### config.mk
export PLATFORM = sky130hd
export DESIGN_NAME = data_bus_reg_slave
export DESIGN_NICKNAME = d
export VERILOG_FILES = /design/src/rtl/data_bus_reg_slave.sv
export SDC_FILE = /design/constraint.sdc
export NUM_CORES = 1
export LEC_CHECK = 0
export ABC_AREA = 1
export CAP_MARGIN = 40
export CORE_MARGIN = 3
export CORE_UTILIZATION = 40
export DETAILED_ROUTE_END_ITERATION = 8
export PLACE_DENSITY_LB_ADDON = 0.15
export REMOVE_ABC_BUFFERS = 1
export SYNTH_ARGS = -nofsm -noshare
export SYNTH_HDL_FRONTEND = slang
export SYNTH_SLANG_ARGS = --single-unit
### constraint.sdc
create_clock -name clk -period 2 [get_ports clk]
set_input_delay 0.4 -clock clk [delete_from_list [all_inputs] [get_ports clk]]
set_output_delay 0.4 -clock clk [all_outputs]
set_load 0.005 [all_outputs]
### src/rtl/data_bus_reg_slave.sv
// data_bus_reg_slave
// Responder end of the SoC data bus. Serves req/gnt/rvalid transactions from a
// bank of 32-bit read/write registers. Optional wait states can be inserted
// before the grant. The register contents and one-hot write strobes are
// exported to the peripheral core.
module data_bus_reg_slave #(
   parameter int NUM_REGS    = 8,
   parameter int WAIT_STATES = 0,
   parameter int IDX_LSB     = 2
) (
   input  logic                     clk,
   input  logic                     rst_n,
   input  logic                     req,
   input  logic [31:0]              addr,
   input  logic                     we,
   input  logic [3:0]               be,
   input  logic [31:0]              wdata,
   output logic                     gnt,
   output logic                     rvalid,
   output logic [31:0]              rdata,
   output logic                     err,
   output logic [NUM_REGS*32-1:0]   reg_q,
   output logic [NUM_REGS-1:0]      wr_pulse
);

   // One extra index bit beyond what NUM_REGS needs, so that addresses just
   // past the bank decode as out of range instead of aliasing onto it.
   localparam int              IDX_W     = $clog2(NUM_REGS) + 1;
   localparam logic [IDX_W-1:0] NUM_REGS_C = IDX_W'(NUM_REGS);
   localparam logic [3:0]      WS_C      = 4'(WAIT_STATES);
   localparam bit              WS_ZERO   = (WAIT_STATES == 0);

   typedef enum logic [1:0] {
      ST_IDLE = 2'd0,
      ST_WAIT = 2'd1,
      ST_RESP = 2'd2
   } state_t;

   // Expand the 4 byte enables to a 32-bit bit mask.
   function automatic logic [31:0] be_to_mask(input logic [3:0] b);
      logic [31:0] m;
      m = 32'd0;
      for (int i = 0; i < 4; i++) begin
         m[8*i +: 8] = {8{b[i]}};
      end
      return m;
   endfunction

   state_t               state_r;
   state_t               state_nxt_s;
   logic [3:0]           cnt_r;
   logic [3:0]           cnt_nxt_s;
   logic                 gnt_s;

   logic [IDX_W-1:0]     idx_s;
   logic                 in_range_s;
   logic [NUM_REGS-1:0]  sel_s;
   logic [NUM_REGS-1:0]  wsel_s;
   logic [31:0]          rd_data_s;
   logic [31:0]          wmask_s;

   logic [31:0]          reg_r [NUM_REGS];
   logic                 rvalid_r;
   logic [31:0]          rdata_r;
   logic                 err_r;
   logic [NUM_REGS-1:0]  wr_pulse_r;

   // Only the index field of the address is decoded. The remaining bits are
   // intentionally ignored, and folding them here keeps that explicit.
   logic                 unused_addr_s;
   assign unused_addr_s = ^addr;

   assign idx_s      = addr[IDX_LSB +: IDX_W];
   assign in_range_s = (idx_s < NUM_REGS_C);
   assign wmask_s    = be_to_mask(be);

   // State and wait-counter register.
   always_ff @(posedge clk or negedge rst_n) begin
      if (!rst_n) begin
         state_r <= ST_IDLE;
         cnt_r   <= 4'd0;
      end else begin
         state_r <= state_nxt_s;
         cnt_r   <= cnt_nxt_s;
      end
   end

   // Next-state, wait counting and grant decision.
   always_comb begin
      state_nxt_s = state_r;
      cnt_nxt_s   = cnt_r;
      gnt_s       = 1'b0;
      case (state_r)
         ST_IDLE: begin
            if (req) begin
               if (WS_ZERO) begin
                  gnt_s       = 1'b1;
                  state_nxt_s = ST_RESP;
               end else begin
                  cnt_nxt_s   = 4'd1;
                  state_nxt_s = ST_WAIT;
               end
            end else begin
               state_nxt_s = ST_IDLE;
            end
         end
         ST_WAIT: begin
            if (!req) begin
               // Requester gave up: abort without touching the bank.
               cnt_nxt_s   = 4'd0;
               state_nxt_s = ST_IDLE;
            end else if (cnt_r == WS_C) begin
               gnt_s       = 1'b1;
               cnt_nxt_s   = 4'd0;
               state_nxt_s = ST_RESP;
            end else begin
               cnt_nxt_s   = cnt_r + 4'd1;
            end
         end
         ST_RESP: begin
            // Response cycle: never grant here, so grants cannot be back-to-back.
            state_nxt_s = ST_IDLE;
         end
         default: begin
            cnt_nxt_s   = 4'd0;
            state_nxt_s = ST_IDLE;
         end
      endcase
   end

   assign gnt = gnt_s;

   // Register selects and read multiplexer. This stays empty when out of range.
   always_comb begin
      sel_s     = '0;
      wsel_s    = '0;
      rd_data_s = 32'd0;
      for (int k = 0; k < NUM_REGS; k++) begin
         if (in_range_s && (idx_s == IDX_W'(k))) begin
            sel_s[k]  = 1'b1;
            wsel_s[k] = gnt_s & we;
            rd_data_s = reg_r[k];
         end else begin
            sel_s[k]  = 1'b0;
            wsel_s[k] = 1'b0;
         end
      end
   end

   // Register bank: byte-masked update on a granted in-range write.
   always_ff @(posedge clk or negedge rst_n) begin
      if (!rst_n) begin
         for (int k = 0; k < NUM_REGS; k++) begin
            reg_r[k] <= 32'd0;
         end
      end else begin
         for (int k = 0; k < NUM_REGS; k++) begin
            if (wsel_s[k]) begin
               reg_r[k] <= (reg_r[k] & ~wmask_s) | (wdata & wmask_s);
            end
         end
      end
   end

   // Response registers: these are loaded at the grant edge and are zero on every other cycle.
   always_ff @(posedge clk or negedge rst_n) begin
      if (!rst_n) begin
         rvalid_r   <= 1'b0;
         rdata_r    <= 32'd0;
         err_r      <= 1'b0;
         wr_pulse_r <= '0;
      end else begin
         rvalid_r   <= gnt_s;
         rdata_r    <= (gnt_s && !we) ? rd_data_s : 32'd0;
         err_r      <= gnt_s & ~in_range_s;
         wr_pulse_r <= wsel_s;
      end
   end

   // Drive the flattened register contents to the peripheral core.
   always_comb begin
      reg_q = '0;
      for (int k = 0; k < NUM_REGS; k++) begin
         reg_q[32*k +: 32] = reg_r[k];
      end
   end

   assign rvalid   = rvalid_r;
   assign rdata    = rdata_r;
   assign err      = err_r;
   assign wr_pulse = wr_pulse_r;

endmodule
==> flow_summary_export.csv, run 1 <==
group,metric,value,unit
placement,dpl.hpwl,31300,µm
drt,viasPerCell,5.12,
cells_and_area,multi_input_area,0.00473,mm²
placement,pre_cts_slack,-328,ps
drt,ant_nets,0,
placement,port_buffers,342,
worst_setup_path,startpoint_type,"register",
sta,clock_skew,12.6,ps
worst_setup_path,worstPathMaxFanout,3,
drt,wl,45600,µm
die,die-area,0.0348,mm²
clocking,htree_levels,2,
logic_synthesis,syn-instance-count,1441,
sta,timing.fmax,0.533,GHz
cells_and_area,seqCellArea,0.00746,mm²
die,die_h,186,µm
logic_synthesis,synthSimpleGateAreaFrac,0.223,
logic_synthesis,synth_top_family_by_area,"simple AND/OR/NAND/NOR gates",
clocking,cts_inserted_buffers,34,
cells_and_area,area_growth,44.5,%
worst_setup_path,critPathTopFamily,"buffers and inverters",
placement,place.gp.congestion,0.817,
die,start_util,0.410,
logic_synthesis,muxShareOfSynthArea,0,
worst_setup_path,r2r_start,"state_r[1]",
pwr,p_total,0.0158,W
clocking,clk_latency,500,ps
pwr,ir_drop,0.467,mV
logic_synthesis,seq_area_frac_synth,0.572,
clocking,cts.path.max_buffers,3,
drt,drc_errors,0,
grt,antenna_found_initial,2,
worst_setup_path,cp_num_buf_inv,1,
cells_and_area,drive_above_1_share,0.133,
logic_synthesis,ys_ff_latch,298,
grt,grt_pass1_vias,11800,
pwr,powerDensity,841,mW/mm²
clocking,tritoncts,"yes",
logic_synthesis,synth_edf_count,0,
logic_synthesis,netlist_area,0.0130,mm²
worst_setup_path,path_cells,"clkdlybuf4s50_1",
clocking,clkTransAtPathRegs,60,ps
die,die_w,186,µm
sta,finalSetupViolations,0,
clocking,clock-sinks,298,
worst_setup_path,reg2regPathDepth,10,
worst_setup_path,rrSetupSlack,190,ps
worst_setup_path,max_stage_delay,540,ps
sta,rsz0062_at_grt,"false",
sta,slew_viol_final,0,
worst_setup_path,cp-end-kind,"output port",
sta,finalCritPeriodShare,0.938,
logic_synthesis,ys_async_sr_fraction,1.00,
worst_setup_path,crit_required,1600,ps
logic_synthesis,ys.flop_type,"dfrtp_1",
worst_setup_path,critPathKind,"reg2out",
sta,whs,357,ps
grt,grt_pass1_wl,70600,µm
sta,tightest_slew,565,ps
sta,final-hold-violation-count,0,
flow_run,drv_cap,0,
worst_setup_path,cp.depth,1,
logic_synthesis,synth_cell_types,24,
die,core_area,0.0318,mm²
drt,drt_first_pass_iters,5,
sta,setup_ws,124,ps
pwr,p_leak,8.90,nW
logic_synthesis,ys_warn_count,0,
cells_and_area,design_area,0.0188,mm²
drt,num_vias,11800,
drt,first_iter_violations,844,
clocking,root_buffer,"clkbuf_16",
cells_and_area,final_nets,1918,
worst_setup_path,crit_arrival,1480,ps
cells_and_area,post-route-util,0.592,
die,rows,65,
outcome,status,"finished, final reports clean",
drt,wl_per_cell,19.8,µm
grt,track_usage,0.260,
sta,worst_slew_margin_rel,0.624,
placement,placed_area,0.0177,mm²
worst_setup_path,crit_slowest_cell,"clkdlybuf4s50_1",
logic_synthesis,synth_xor_area_frac,0,
logic_synthesis,yosys.area_share.adder,0,
logic_synthesis,synth-compound-area-share,0.138,
cells_and_area,fill_cells,2798,
min_path,min_path_type,"in2async",
die,ios,371,
grt,grt_max_degree,84,
grt,grt.overflow.total,0,
sta,fin_crit,1880,ps
logic_synthesis,avgSynthCellArea,9.04,µm²
-- through the flow --
step	TNS, ps	std cells
2_1_floorplan	-74430	1370
3_3_place_gp	-51910	2243
3_5_place_dp	-62340	2243
4_1_cts	0	2304
5_1_grt	0	2306
6_report	0	2306
-- synth_stat cells (6+ instances only) --
cell type	number	share of area
nor2_1	31	0.0089
nand3_1	124	0.048
o21ai_2	32	0.022
nand2_2	10	0.0048
o21ai_0	228	0.088
a21oi_1	52	0.020
clkbuf_1	26	0.0075
or2_2	14	0.0067
nand2_1	383	0.11
nor2_4	6	0.0052
nand2_4	19	0.016
buf_2	25	0.0096
dfrtp_1	298	0.57
inv_1	109	0.031
buf_6	16	0.014
o21ai_1	23	0.0088
nand4_1	27	0.013
-- routing by layer --
layer | up-vias | GRT usage | wire length (µm)
met5 | - | 0 | 0
met4 | 0 | 0.0820 | 1330
met3 | 88 | 0.0573 | 3830
met2 | 532 | 0.417 | 21300
met1 | 5649 | 0.356 | 19100
li1 | 5540 | - | -
-- cells in the final DEF, fill, tap and decap left out, types with 32 or more instances in the layout --
cell type	netlist	final
a21oi_1	52	52
buf_4	4	68
clkbuf_16	0	37
clkdlybuf4s50_1	0	340
dfrtp_1	298	298
inv_1	109	106
nand2_1	383	382
nand3_1	124	124
o21ai_0	228	228
o21ai_2	32	32
-- repair_timing --
item / 4_1_cts / 5_1_grt
endpoints found under the setup margin: 1 / 13
cloned: 0 / 0
endpoints found under the hold margin: 22 / 0
hold buffers: 1 / 0
pin swaps: 0 / 0
buffers inserted: 1 / 0
gates resized for setup: 1 / 3
-- logic make-up after synthesis --
group,after synthesis
AO/OA/AOI/OAI,335
buffers and inverters,185
flip-flops,298
AND/OR/NAND/NOR,623
-- area by class of cell --
class                   instances  area share
diodes                          2    0.000266
clock buffers                  52      0.0548
clock inverters                 7     0.00452
inverters                     114      0.0229
multi-input cells             958       0.252
flip-flops and latches        298       0.396
well taps                     435      0.0289
repair buffers                440       0.241
-- power breakdown --
group	leakage [nW]	switching, W	internal [W]	total, W
combinational	4.30	0.00108	0.00141	0.00250
sequential	4.05	0.000521	0.00658	0.00710
clock	0.552	0.00242	0.00381	0.00623
-- worst max path at each step --
stage	startpoint	end	slack, ps
final	register	reg_q[189]	120
after global routing	state_r[1]	register	10
after CTS	state_r[1]	gnt	9
after global placement	addr[5]	register	-300
after detailed placement	addr[5]	register	-330
after floorplan	addr[2]	register	-850
No activity file was read; power rests on OpenSTA's default activity.
==> run 2, diff against run 1 <==
--- a/config.mk
+++ b/config.mk
@@ -10,7 +10,8 @@
 export CORE_MARGIN = 3
 export CORE_UTILIZATION = 40
 export DETAILED_ROUTE_END_ITERATION = 8
-export PLACE_DENSITY_LB_ADDON = 0.15
+export GPL_ROUTABILITY_DRIVEN = 1
+export PLACE_DENSITY_LB_ADDON = 0.05
 export REMOVE_ABC_BUFFERS = 1
 export SYNTH_ARGS = -nofsm -noshare
 export SYNTH_HDL_FRONTEND = slang
==> flow_summary_export.csv, run 2 (same netlist as run 1, synthesis figures left out) <==
group,metric,value,unit
cells_and_area,area_growth,45.0,%
grt,grt_pass1_wl,70800,µm
die,die_w,186,µm
die,start_util,0.410,
cells_and_area,drive_above_1_share,0.134,
die,core_area,0.0318,mm²
die,die-area,0.0348,mm²
worst_setup_path,rrSetupSlack,250,ps
placement,place.gp.congestion,0.828,
grt,grt_pass1_vias,11700,
drt,num_vias,11700,
die,rows,65,
grt,grt_max_degree,57,
worst_setup_path,critPathTopFamily,"buffers and inverters",
cells_and_area,final_cell_mix,"383 x nand2_1, 340 x clkdlybuf4s50_1, 298 x dfrtp_1",
drt,viasPerCell,5.07,
min_path,min_path_type,"in2async",
drt,ant_nets,0,
sta,tightest_slew,433,ps
pwr,ir_drop,0.658,mV
drt,wl_per_cell,20.0,µm
worst_setup_path,path_cells,"clkdlybuf4s50_1",
grt,track_usage,0.261,
worst_setup_path,critPathKind,"reg2out",
clocking,clk_latency,510,ps
sta,clock_skew,14.0,ps
die,ios,371,
pwr,p_leak,8.94,nW
flow_run,drv_cap,0,
pwr,powerDensity,856,mW/mm²
sta,finalSetupViolations,0,
clocking,clock-sinks,298,
clocking,htree_levels,2,
worst_setup_path,worstPathMaxFanout,3,
placement,port_buffers,342,
worst_setup_path,cp_num_buf_inv,1,
worst_setup_path,max_stage_delay,540,ps
sta,rsz0062_at_grt,"false",
pwr,p_total,0.0162,W
drt,wl,46200,µm
drt,drc_errors,0,
die,die_h,186,µm
outcome,status,"finished, final reports clean",
worst_setup_path,cp-end-kind,"output port",
worst_setup_path,reg2regPathDepth,10,
grt,antenna_found_initial,1,
drt,first_iter_violations,769,
cells_and_area,final_common_cell,"nand2_1",
sta,timing.fmax,0.534,GHz
clocking,cts.path.max_buffers,3,
worst_setup_path,crit_required,1600,ps
worst_setup_path,startpoint_type,"register",
clocking,root_buffer,"clkbuf_16",
clocking,tritoncts,"yes",
sta,worst_slew_margin_rel,0.711,
sta,fin_setup_tns,0,ps
worst_setup_path,crit_arrival,1470,ps
sta,final-hold-violation-count,0,
clocking,clkTransAtPathRegs,60,ps
sta,fin_crit,1870,ps
drt,drt_first_pass_iters,5,
worst_setup_path,r2r_start,"state_r[1]",
worst_setup_path,crit_slowest_cell,"clkdlybuf4s50_1",
cells_and_area,final_nets,1918,
placement,dpl.hpwl,32300,µm
sta,finalCritPeriodShare,0.936,
sta,slew_viol_final,0,
grt,grt.overflow.total,0,
clocking,cts_inserted_buffers,35,
-- run 2: repair_timing --
| item | CTS | global route |
|---|---|---|
| resized for setup | 1 | 1 |
| pin swaps | 0 | 0 |
| setup endpoints to repair | 1 | 1 |
| endpoints found under the hold margin | 25 | 0 |
| hold buffers | 1 | 0 |
| buffers inserted | 1 | 0 |
-- run 2: routing by layer --
metal,vias to the layer above,part of all wire,track usage,wire length [µm]
li1,5553,-,-,-
met1,5625,0.43,0.347,19900
met2,434,0.46,0.426,21400
met3,79,0.079,0.0686,3650
met4,0,0.026,0.0715,1220
met5,-,0,0,0
-- run 2: final cells by class --
type | instances | area (µm²)
diodes | 1 | 2.50
inverters | 114 | 430
flip-flops and latches | 298 | 7460
repair buffers | 439 | 4520
fillers | 2792 | 12900
clock buffers | 52 | 1060
multi-input cells | 958 | 4730
well taps | 435 | 544
clock inverters | 9 | 134
-- run 2: metrics by stage --
step / cell area, µm² / setup slack [ps] / hold WS (ps) / util / cells
finish: 18900 / 128 / 390 / 0.594 / 2306
global route: 18900 / 72.7 / 405 / 0.594 / 2306
CTS: 18900 / 32.1 / 388 / 0.594 / 2305
detailed placement: 17700 / -268 / 318 / 0.556 / 2242
global placement: 17700 / -237 / 317 / 0.556 / 2242
floorplan: 12600 / -853 / 104 / - / 1370
-- run 2: where the power goes --
group          switching, W  internal (W)  leakage [nW]
Sequential         0.000512       0.00658          4.05
Clock               0.00251       0.00407         0.587
Combinational       0.00110       0.00141          4.31
Total               0.00411        0.0121          8.94
-- run 2: worst max-delay path by stage --
stage,depth (start not counted),endpoint,slack [ps]
2_1_floorplan,7,register,-850
3_3_place_gp,10,rdata[20],-240
3_5_place_dp,7,register,-270
4_1_cts,4,gnt,30
5_1_grt,10,rdata[23],70
6_report,1,reg_q[219],130
